<file path="src/rtl/harvard_data_responder_if.sv">
// CPU data-port and data-SRAM signal bundle for harvard_data_responder.
// The slave view belongs to the responder; the master view belongs to the CPU/SRAM side.
interface harvard_data_responder_if #(
  parameter int ADDR_WIDTH = 10
);
  logic                  clk_enable_in;
  logic                  cpu_clk_enable;
  logic [31:0]           data_address;
  logic                  data_read;
  logic                  data_write;
  logic [31:0]           data_writedata;
  logic [31:0]           data_readdata;
  logic [ADDR_WIDTH-1:0] sram_addr;
  logic                  sram_en;
  logic                  sram_we;
  logic [31:0]           sram_wdata;
  logic [31:0]           sram_rdata;
  logic                  err;

  modport slave (
    input  clk_enable_in, data_address, data_read, data_write, data_writedata, sram_rdata,
    output cpu_clk_enable, data_readdata, sram_addr, sram_en, sram_we, sram_wdata, err
  );

  modport master (
    output clk_enable_in, data_address, data_read, data_write, data_writedata, sram_rdata,
    input  cpu_clk_enable, data_readdata, sram_addr, sram_en, sram_we, sram_wdata, err
  );
endinterface

</file>
<file path="src/rtl/harvard_data_responder.sv">
// Bridges the combinational-read MIPS data port onto a synchronous-read word SRAM,
// stalling the CPU for one cycle on every in-range load.
module harvard_data_responder #(
  parameter int          ADDR_WIDTH = 10,
  parameter logic [31:0] BASE_ADDR  = 32'h0000_0000
) (
  input logic                      clk,
  input logic                      reset,
  harvard_data_responder_if.slave  bus
);

  typedef enum logic {IDLE, RWAIT} state_t;

  state_t                state_q, state_d;
  logic [31:0]           hold_q, hold_d;
  logic                  fresh_q, fresh_d;
  logic                  err_q, err_d;

  logic [31:0]           offset;
  logic                  inRange;
  logic [ADDR_WIDTH-1:0] wordIdx;

  // Below-base addresses wrap to huge offsets, so both tests are needed.
  assign offset  = bus.data_address - BASE_ADDR;
  assign inRange = (bus.data_address >= BASE_ADDR) && ((offset >> (ADDR_WIDTH + 2)) == 32'd0);
  assign wordIdx = offset[ADDR_WIDTH+1:2];

  assign bus.err = err_q;

  always_ff @(posedge clk or negedge reset) begin
    if (!reset) begin
      state_q <= IDLE;
      hold_q  <= '0;
      fresh_q <= 1'b0;
      err_q   <= 1'b0;
    end else begin
      state_q <= state_d;
      hold_q  <= hold_d;
      fresh_q <= fresh_d;
      err_q   <= err_d;
    end
  end

  // fresh_q marks the single cycle in which sram_rdata is valid; later frozen cycles replay hold_q.
  always_comb begin
    state_d            = state_q;
    hold_d             = hold_q;
    fresh_d            = 1'b0;
    err_d              = err_q;
    bus.cpu_clk_enable = bus.clk_enable_in;
    bus.data_readdata  = '0;
    bus.sram_en        = 1'b0;
    bus.sram_we        = 1'b0;
    bus.sram_addr      = wordIdx;
    bus.sram_wdata     = bus.data_writedata;

    if (reset) begin
      case (state_q)
        IDLE: begin
          if (bus.data_write) begin
            if (inRange) begin
              bus.sram_en = bus.clk_enable_in;
              bus.sram_we = 1'b1;
            end else begin
              err_d = 1'b1;
            end
            if (bus.data_read) begin
              err_d = 1'b1;
            end
          end else if (bus.data_read) begin
            if (inRange) begin
              bus.sram_en        = 1'b1;
              bus.cpu_clk_enable = 1'b0;
              state_d            = RWAIT;
              fresh_d            = 1'b1;
            end else begin
              err_d = 1'b1;
            end
          end
        end
        RWAIT: begin
          if (fresh_q) begin
            bus.data_readdata = bus.sram_rdata;
            hold_d            = bus.sram_rdata;
          end else begin
            bus.data_readdata = hold_q;
          end
          if (bus.clk_enable_in) begin
            state_d = IDLE;
          end
        end
        default: state_d = IDLE;
      endcase
    end
  end

endmodule

</file>
<file path="src/flat_wrapper.sv">
// flat-port wrapper written by rule: the top's interface ports become plain ports
module harvard_data_responder_flat 
#(
  parameter int          ADDR_WIDTH = 10,
  parameter logic [31:0] BASE_ADDR  = 32'h0000_0000
)
  (clk, reset, bus_clk_enable_in, bus_data_address, bus_data_read, bus_data_write, bus_data_writedata, bus_sram_rdata, bus_cpu_clk_enable, bus_data_readdata, bus_sram_addr, bus_sram_en, bus_sram_we, bus_sram_wdata, bus_err);
  harvard_data_responder_if #(.ADDR_WIDTH(ADDR_WIDTH)) bus_i ();
  input logic clk;
  input logic reset;
  input wire logic [$bits(bus_i.clk_enable_in)-1:0] bus_clk_enable_in;
  input wire logic [$bits(bus_i.data_address)-1:0] bus_data_address;
  input wire logic [$bits(bus_i.data_read)-1:0] bus_data_read;
  input wire logic [$bits(bus_i.data_write)-1:0] bus_data_write;
  input wire logic [$bits(bus_i.data_writedata)-1:0] bus_data_writedata;
  input wire logic [$bits(bus_i.sram_rdata)-1:0] bus_sram_rdata;
  output wire logic [$bits(bus_i.cpu_clk_enable)-1:0] bus_cpu_clk_enable;
  output wire logic [$bits(bus_i.data_readdata)-1:0] bus_data_readdata;
  output wire logic [$bits(bus_i.sram_addr)-1:0] bus_sram_addr;
  output wire logic [$bits(bus_i.sram_en)-1:0] bus_sram_en;
  output wire logic [$bits(bus_i.sram_we)-1:0] bus_sram_we;
  output wire logic [$bits(bus_i.sram_wdata)-1:0] bus_sram_wdata;
  output wire logic [$bits(bus_i.err)-1:0] bus_err;
  assign bus_i.clk_enable_in = bus_clk_enable_in;
  assign bus_i.data_address = bus_data_address;
  assign bus_i.data_read = bus_data_read;
  assign bus_i.data_write = bus_data_write;
  assign bus_i.data_writedata = bus_data_writedata;
  assign bus_i.sram_rdata = bus_sram_rdata;
  assign bus_cpu_clk_enable = bus_i.cpu_clk_enable;
  assign bus_data_readdata = bus_i.data_readdata;
  assign bus_sram_addr = bus_i.sram_addr;
  assign bus_sram_en = bus_i.sram_en;
  assign bus_sram_we = bus_i.sram_we;
  assign bus_sram_wdata = bus_i.sram_wdata;
  assign bus_err = bus_i.err;
  harvard_data_responder #(.ADDR_WIDTH(ADDR_WIDTH), .BASE_ADDR(BASE_ADDR)) u_core (.clk(clk), .reset(reset), .bus(bus_i));
endmodule
</file>
<file path="config.mk">
export PLATFORM = sky130hd
export DESIGN_NAME = harvard_data_responder_flat
export DESIGN_NICKNAME = d
export VERILOG_FILES = /design/src/rtl/harvard_data_responder_if.sv /design/src/rtl/harvard_data_responder.sv /design/src/flat_wrapper.sv
export SDC_FILE = /design/constraint.sdc
export NUM_CORES = 1
export LEC_CHECK = 0
export ABC_AREA = 1
export ABC_CLOCK_PERIOD_IN_PS = 3070
export CAP_MARGIN = 20
export CORE_AREA = 2 2 83 85
export CTS_BUF_LIST = sky130_fd_sc_hd__clkbuf_4
export DETAILED_ROUTE_END_ITERATION = 16
export DIE_AREA = 0 0 85 87
export GPL_TIMING_DRIVEN = 0
export PLACE_DENSITY = 0.89
export SYNTH_ARGS = -nofsm -noshare
export SYNTH_HDL_FRONTEND = slang
export SYNTH_SLANG_ARGS = --single-unit
</file>
<file path="constraint.sdc">
create_clock -name clk -period 3.07 [get_ports clk]
set_clock_uncertainty 0.2 [all_clocks]
set_input_delay 0.307 -clock clk [delete_from_list [all_inputs] [get_ports clk]]
set_output_delay 0.307 -clock clk [all_outputs]
set_load 0.05 [all_outputs]
</file>
==> results.py, run 1 <==
metrics = {
    "clock_tree": {
        "root_buffer": "clkbuf_4",
        "clk_pin_slew_worst_paths_ns": 0.11,
        "clkSinkCount": 35,
        "cts_tree": "yes",
        "post_cts_buffers": 0,
        "numCtsBuffers": 5,
        "htree_num_levels": 2,
        "clockBufferDepth": 2,
        "clk_latency_ns": 0.33,
    },
    "finish": {
        "fillers": 573,
        "diodes": 0,
        "multi_input_area_um2": 1080,
        "drive_gt1_share_pct": 31.4,
        "ff_latch_area_um2": 876,
        "nets": 536,
        "syn_to_final_growth_pct": 63.3,
    },
    "sta": {
        "fin_crit_sh_pct": 96.1,
        "rsz0062_at_grt": "false",
        "worst_slew_pin_slew_ns": 0.531,
        "fin_setup_tns_ns": 0,
        "finalHoldViolCount": 0,
        "slew_viol_final": 0,
        "setup_viol": 0,
        "postLayoutSetupSlackWorst_ns": 0.118,
        "min_period_ns": 2.95,
        "fmaxAchievable_mhz": 339,
        "maxSlewHeadroom_pct": 64.5,
    },
    "route": {
        "viasPerCell": 4.63,
        "drtIter0Drc": 94,
        "wl_mm": 6.21,
        "wl_per_cell_um": 12.0,
        "drc": 0,
        "dr.pass1.iters": 4,
        "vias": 2391,
        "ant_nets": 0,
    },
    "die": {
        "die-area_um2": 7400,
        "num_rows": 30,
        "start_util_pct": 36.7,
        "fp.dieH_um": 87,
        "ios": 179,
        "fp.coreArea_um2": 6570,
        "die_w_um": 85,
    },
    "min_path": {
        "min_path_type": "reg2reg",
        "min_path_cells": 2,
    },
    "flow_run": {
        "max-cap-violations": 0,
    },
    "setup_path": {
        "reg2reg_depth": 4,
        "path_cells": "dlygate4sd3_1 > buf_4 > nand2_2 > clkinv_4 > buf_8 > o21ai_2 > nor2_1 > clkdlybuf4s50_1",
        "worst_ep_arrival_time_ns": 2.44,
        "critPathMaxStageDelay_ns": 0.82,
        "critPathCaptureType": "primary output",
        "start_kind": "primary input",
        "crit_family": "buffers and inverters",
        "critPathMaxFanout": 10,
        "cp_num_buf_inv": 5,
        "reg2reg_slack_ns": 1.70,
        "path_class": "in2out",
        "cp_slowest_cell": "clkdlybuf4s50_1",
        "worst-path-stages": 8,
        "critPathRequiredTime_ns": 2.56,
    },
    "yosys": {
        "synth_nets": 393,
        "syn_inst": 292,
        "synth_edf_count": 0,
        "yosysWarnings": 0,
        "synth_async_sr_flop_share_pct": 100,
        "synth-main-ff-cell": "dfrtp_1",
        "yosysMostFrequentCell": "nor2_1",
        "ys_top_cells_by_count": "75 x nor2_1, 61 x o21ai_2, 43 x buf_4, 41 x nand2_1, 35 x dfrtp_1",
        "synth_top_area_share_pct": 36.3,
        "ys_types": 22,
        "avgSynthCellArea_um2": 8.25,
        "ys_top_cells_by_area": "dfrtp_1 36%, o21ai_2 22%, buf_4 13%",
        "synth_top_area_cell": "dfrtp_1",
        "ys_ff_latch": 35,
        "yosysSeqAreaShare_pct": 36.3,
        "syn_area_um2": 2410,
    },
    "placed_design": {
        "port_buffers": 134,
        "dpl_worst_slack_ns": -0.121,
        "hpwl_mm": 4.92,
        "gp_congestion": 0.715,
    },
    "grt": {
        "grt_overflow": 0,
        "grt_pass1_vias": 2267,
        "grt_pass1_wl_mm": 9.67,
        "antenna_found_initial": 0,
        "grt_max_degree": 36,
        "grt_usage_pct": 16.2,
    },
    "power_and_ir_drop": {
        "p_leak_nw": 1.57,
        "vdd_ir_drop_max_mv": 0.167,
        "pwr_density_cell_nw_per_um2": 259,
    },
    "status": {
        "status": "complete, no violations",
    },
}
[registers in the layout, summed over array words and instances (netlist names)]
signal,cells
u_core.fresh_q,1
u_core.hold_q,32
u_core.bus.err,1
u_core.state_q,1
[cell usage in the layout, fill, tap and decap left out]
cell	netlist	final
buf_4	43	44
o21ai_0	4	4
mux2i_1	1	1
buf_2	7	7
clkbuf_4	2	9
clkdlybuf4s50_1	0	133
nor2_2	3	3
inv_2	2	2
nand3_2	1	1
buf_8	3	3
o21ai_2	61	61
clkinv_2	0	1
nor2_4	1	1
or2_2	1	1
dfrtp_1	35	35
nor2_1	75	75
buf_12	0	1
inv_1	5	5
nand2_2	2	2
dlygate4sd3_1	0	1
nand2_1	41	41
nand3_1	1	1
clkinv_4	1	1
and2_1	1	1
nand4_1	1	1
nor3_1	1	1
[layer usage]
metal	track usage, %	routed length [um]	share of wire [%]	vias to the layer above
met4	5.63	68	1.1	0
met2	28.3	3140	51	110
li1	-	-	-	1183
met3	5.12	623	10	6
met1	18.6	2380	38	1092
met5	0	0	0	-
[repair_timing]
action / CTS / global route
endpoints found under the hold margin: 35 / 0
hold buffers: 2 / 0
setup endpoints to repair: 30 / 0
gates resized for setup: 1 / 0
[where the power goes]
group | leakage [nW] | internal (mW) | switching (mW)
sequential | 0.484 | 0.461 | 0.0000000175
combinational | 1.05 | 0.150 | 0.154
clock | 0.0361 | 0.107 | 0.148
total | 1.57 | 0.718 | 0.302
[kinds of logic (layout without fill, tap and decap cells)]
| logic type | after synthesis | after routing | share of synthesized area [%] |
|---|---|---|---|
| AOI/OAI and AO/OA | 65 | 65 | 23.0 |
| muxes | 1 | 1 | 0.415 |
| and+or+nand+nor | 128 | 128 | 21.4 |
| DFF | 35 | 35 | 36.3 |
| buffers and inverters | 63 | 207 | 18.8 |
[cell type report]
cell class / instances / share of cell area (%)
well taps: 80 / 2.54
clock inverters: 1 / 0.127
clock buffers: 7 / 1.34
repair buffers: 136 / 34.8
flip-flops and latches: 35 / 22.3
plain buffers: 55 / 10.6
inverters: 8 / 0.890
multi-input cells: 194 / 27.5
[metrics by stage]
step	std cells	utilization [%]	instance area, um2	hold slack [ns]	total power, mW
6_report	516	59.9	3940	0.288	1.02
5_1_grt	516	59.9	3940	0.310	1.07
4_1_cts	516	59.9	3940	0.293	1.03
3_5_place_dp	506	58.6	3850	0.252	0.770
3_3_place_gp	506	58.6	3850	0.250	0.769
2_1_floorplan	292	-	2410	-0.189	0.629
[path summary, 6_finish.rpt]
| check | startpoint | endpoint |
|---|---|---|
| setup / recovery | reset | bus_data_readdata[21] |
| hold / removal | u_core.bus.err | u_core.bus.err |
| min in group asynchronous | reset | u_core.hold_q[28] |
| max in group asynchronous | reset | u_core.hold_q[23] |
| setup reg to reg | u_core.state_q | u_core.hold_q[21] |
| hold reg to reg | u_core.bus.err | u_core.bus.err |
[worst min-delay path, stage by stage, from the launching register on]
cell,delay (ns)
dfrtp_1,0.37
inv_1,0.04
nand2_1,0.05
No activity file was read; power rests on OpenSTA's default activity.
==> run 2, diff against run 1 <==
- SLEW_MARGIN: default -> 20
==> results.py, run 2 (synthesized netlist as in run 1, its figures left out) <==
metrics = {
    "sta": {
        "worst_slew_pin_slew_ns": 0.727,
        "maxSlewHeadroom_pct": 51.4,
        "finalHoldViolCount": 0,
        "fin_crit_sh_pct": 94.1,
        "min_period_ns": 2.89,
        "slew_viol_final": 0,
        "rsz0062_at_grt": "false",
        "fmaxAchievable_mhz": 346,
        "setup_viol": 0,
    },
    "setup_path": {
        "path_class": "in2out",
        "r2r-start": "u_core.state_q",
        "critPathMaxFanout": 10,
        "start_kind": "primary input",
        "path_cells": "dlygate4sd3_1 > buf_2 > nand2_2 > buf_2 > nor2_1 > clkdlybuf4s50_1",
        "rr_endpoint": "u_core.hold_q[21]",
        "cp_slowest_cell": "clkdlybuf4s50_1",
        "reg2reg_depth": 5,
        "critPathMaxStageDelay_ns": 0.80,
        "crit_end": "bus_data_readdata[30]",
        "worst_ep_arrival_time_ns": 2.38,
        "reg2reg_slack_ns": 1.72,
        "critPathRequiredTime_ns": 2.56,
        "crit_path_start": "reset",
        "crit_path_frequent_cell": "buf_2",
        "critPathCaptureType": "primary output",
    },
    "placed_design": {
        "placed_cell_area_um2": 3870,
        "gp_congestion": 0.715,
        "hpwl_mm": 4.95,
        "port_buffers": 134,
    },
    "die": {
        "ios": 179,
        "die-area_um2": 7400,
        "num_rows": 30,
        "fp.dieH_um": 87,
        "start_util_pct": 36.7,
        "fp.coreArea_um2": 6570,
        "die_w_um": 85,
    },
    "finish": {
        "nets": 537,
        "final_core_util_pct": 61.2,
        "largest_reg_flops": 32,
        "stdcell_area_um2": 4020,
        "drive_gt1_share_pct": 31.0,
        "syn_to_final_growth_pct": 66.7,
        "layout_commonest_cell": "clkdlybuf4s50_1",
        "final_cell_mix": "102 x clkdlybuf4s50_1, 75 x nor2_1, 61 x o21ai_2, 43 x buf_4, 41 x nand2_1",
        "fillers": 561,
        "diodes": 0,
        "largest-register": "u_core.hold_q",
    },
    "clock_tree": {
        "clk_pin_slew_worst_paths_ns": 0.10,
        "cts_tree": "yes",
        "root_buffer": "clkbuf_4",
        "clkSinkCount": 35,
        "numCtsBuffers": 5,
        "htree_num_levels": 2,
        "clk_latency_ns": 0.33,
        "clockBufferDepth": 2,
        "post_cts_buffers": 0,
    },
    "route": {
        "ant_nets": 0,
        "wl_met3_um": 603,
        "wl_mm": 6.26,
        "dr.pass1.iters": 4,
        "topRoutingLayerUsed": "met4",
        "wl_per_cell_um": 12.1,
        "met1Wirelength_mm": 2.42,
        "drc": 0,
        "viasPerCell": 4.66,
        "drtIter0Drc": 83,
        "wl_met2_mm": 3.14,
        "vias": 2403,
    },
    "min_path": {
        "min_path_type": "reg2reg",
    },
    "grt": {
        "antenna_found_initial": 0,
        "grt_max_degree": 20,
        "grt_usage_pct": 16.8,
        "grt_overflow": 0,
        "grt_pass1_vias": 2300,
        "grt_pass1_wl_mm": 10.1,
    },
    "power_and_ir_drop": {
        "vdd_ir_drop_max_mv": 0.183,
        "pwr_density_cell_nw_per_um2": 248,
        "p_leak_nw": 2.15,
    },
    "status": {
        "status": "complete, no violations",
    },
    "flow_run": {
        "max-cap-violations": 0,
    },
}
-- run 2: how the worst min path moves through the flow --
stage	from	end	slack (ns)	cells after the start
CTS	u_core.hold_q[16]	u_core.hold_q[16]	0.29	2
global route	u_core.hold_q[19]	u_core.hold_q[19]	0.31	2
global placement	u_core.bus.err	u_core.bus.err	0.25	2
finish	u_core.bus.err	u_core.bus.err	0.28	2
detailed placement	reset	u_core.hold_q[14]	0.09	1
floorplan	reset	u_core.bus.err	-0.19	0
-- run 2: cell type report --
| type | count | area (um2) | area share (%) |
|---|---|---|---|
| multi-input combinational | 194 | 1080 | 26.9 |
| timing repair buffer | 137 | 1460 | 36.4 |
| clock inverter | 2 | 8.76 | 0.218 |
| buffer | 55 | 418 | 10.4 |
| inverter | 8 | 35.0 | 0.872 |
| clock buffer | 5 | 37.5 | 0.934 |
| tap | 80 | 100 | 2.49 |
| sequential | 35 | 876 | 21.8 |
-- run 2: critical path, delay by kind of cell --
kind                   cells  cell delay [ns]
buffers and inverters      4             1.77
AND/OR/NAND/NOR            2             0.29
-- run 2: per-layer routing --
metal,up-vias,GRT usage (%)
met4,0,5.92
met1,1093,19.7
met3,8,5.02
met5,-,0
met2,114,29.3
li1,1188,-
-- run 2: timing repair --
| item | 4_1_cts | 5_1_grt |
|---|---|---|
| resized for setup | 0 | 31 |
| hold buffers | 2 | 0 |
| endpoints found under the hold margin | 16 | 0 |
| setup endpoints to repair | 0 | 31 |
-- run 2: where the power goes --
| part | internal, mW | leakage, nW | switching (mW) |
|---|---|---|---|
| sequential | 0.461 | 0.484 | 0.0000000160 |
| clock | 0.0812 | 0.0285 | 0.147 |
| combinational | 0.151 | 1.64 | 0.154 |
-- run 2: stage by stage --
step / total power [mW] / hold slack [ns] / std cells / setup slack (ns) / TNS [ns]
2_1_floorplan: 0.629 / -0.189 / 292 / 0.802 / 0
3_3_place_gp: 0.769 / 0.250 / 506 / -1.22 / -46.49
3_5_place_dp: 0.774 / 0.0889 / 507 / 0.241 / 0
4_1_cts: 1.01 / 0.293 / 516 / 0.0262 / 0
5_1_grt: 1.05 / 0.315 / 516 / 0.0307 / 0
6_report: 0.994 / 0.285 / 516 / 0.182 / 0
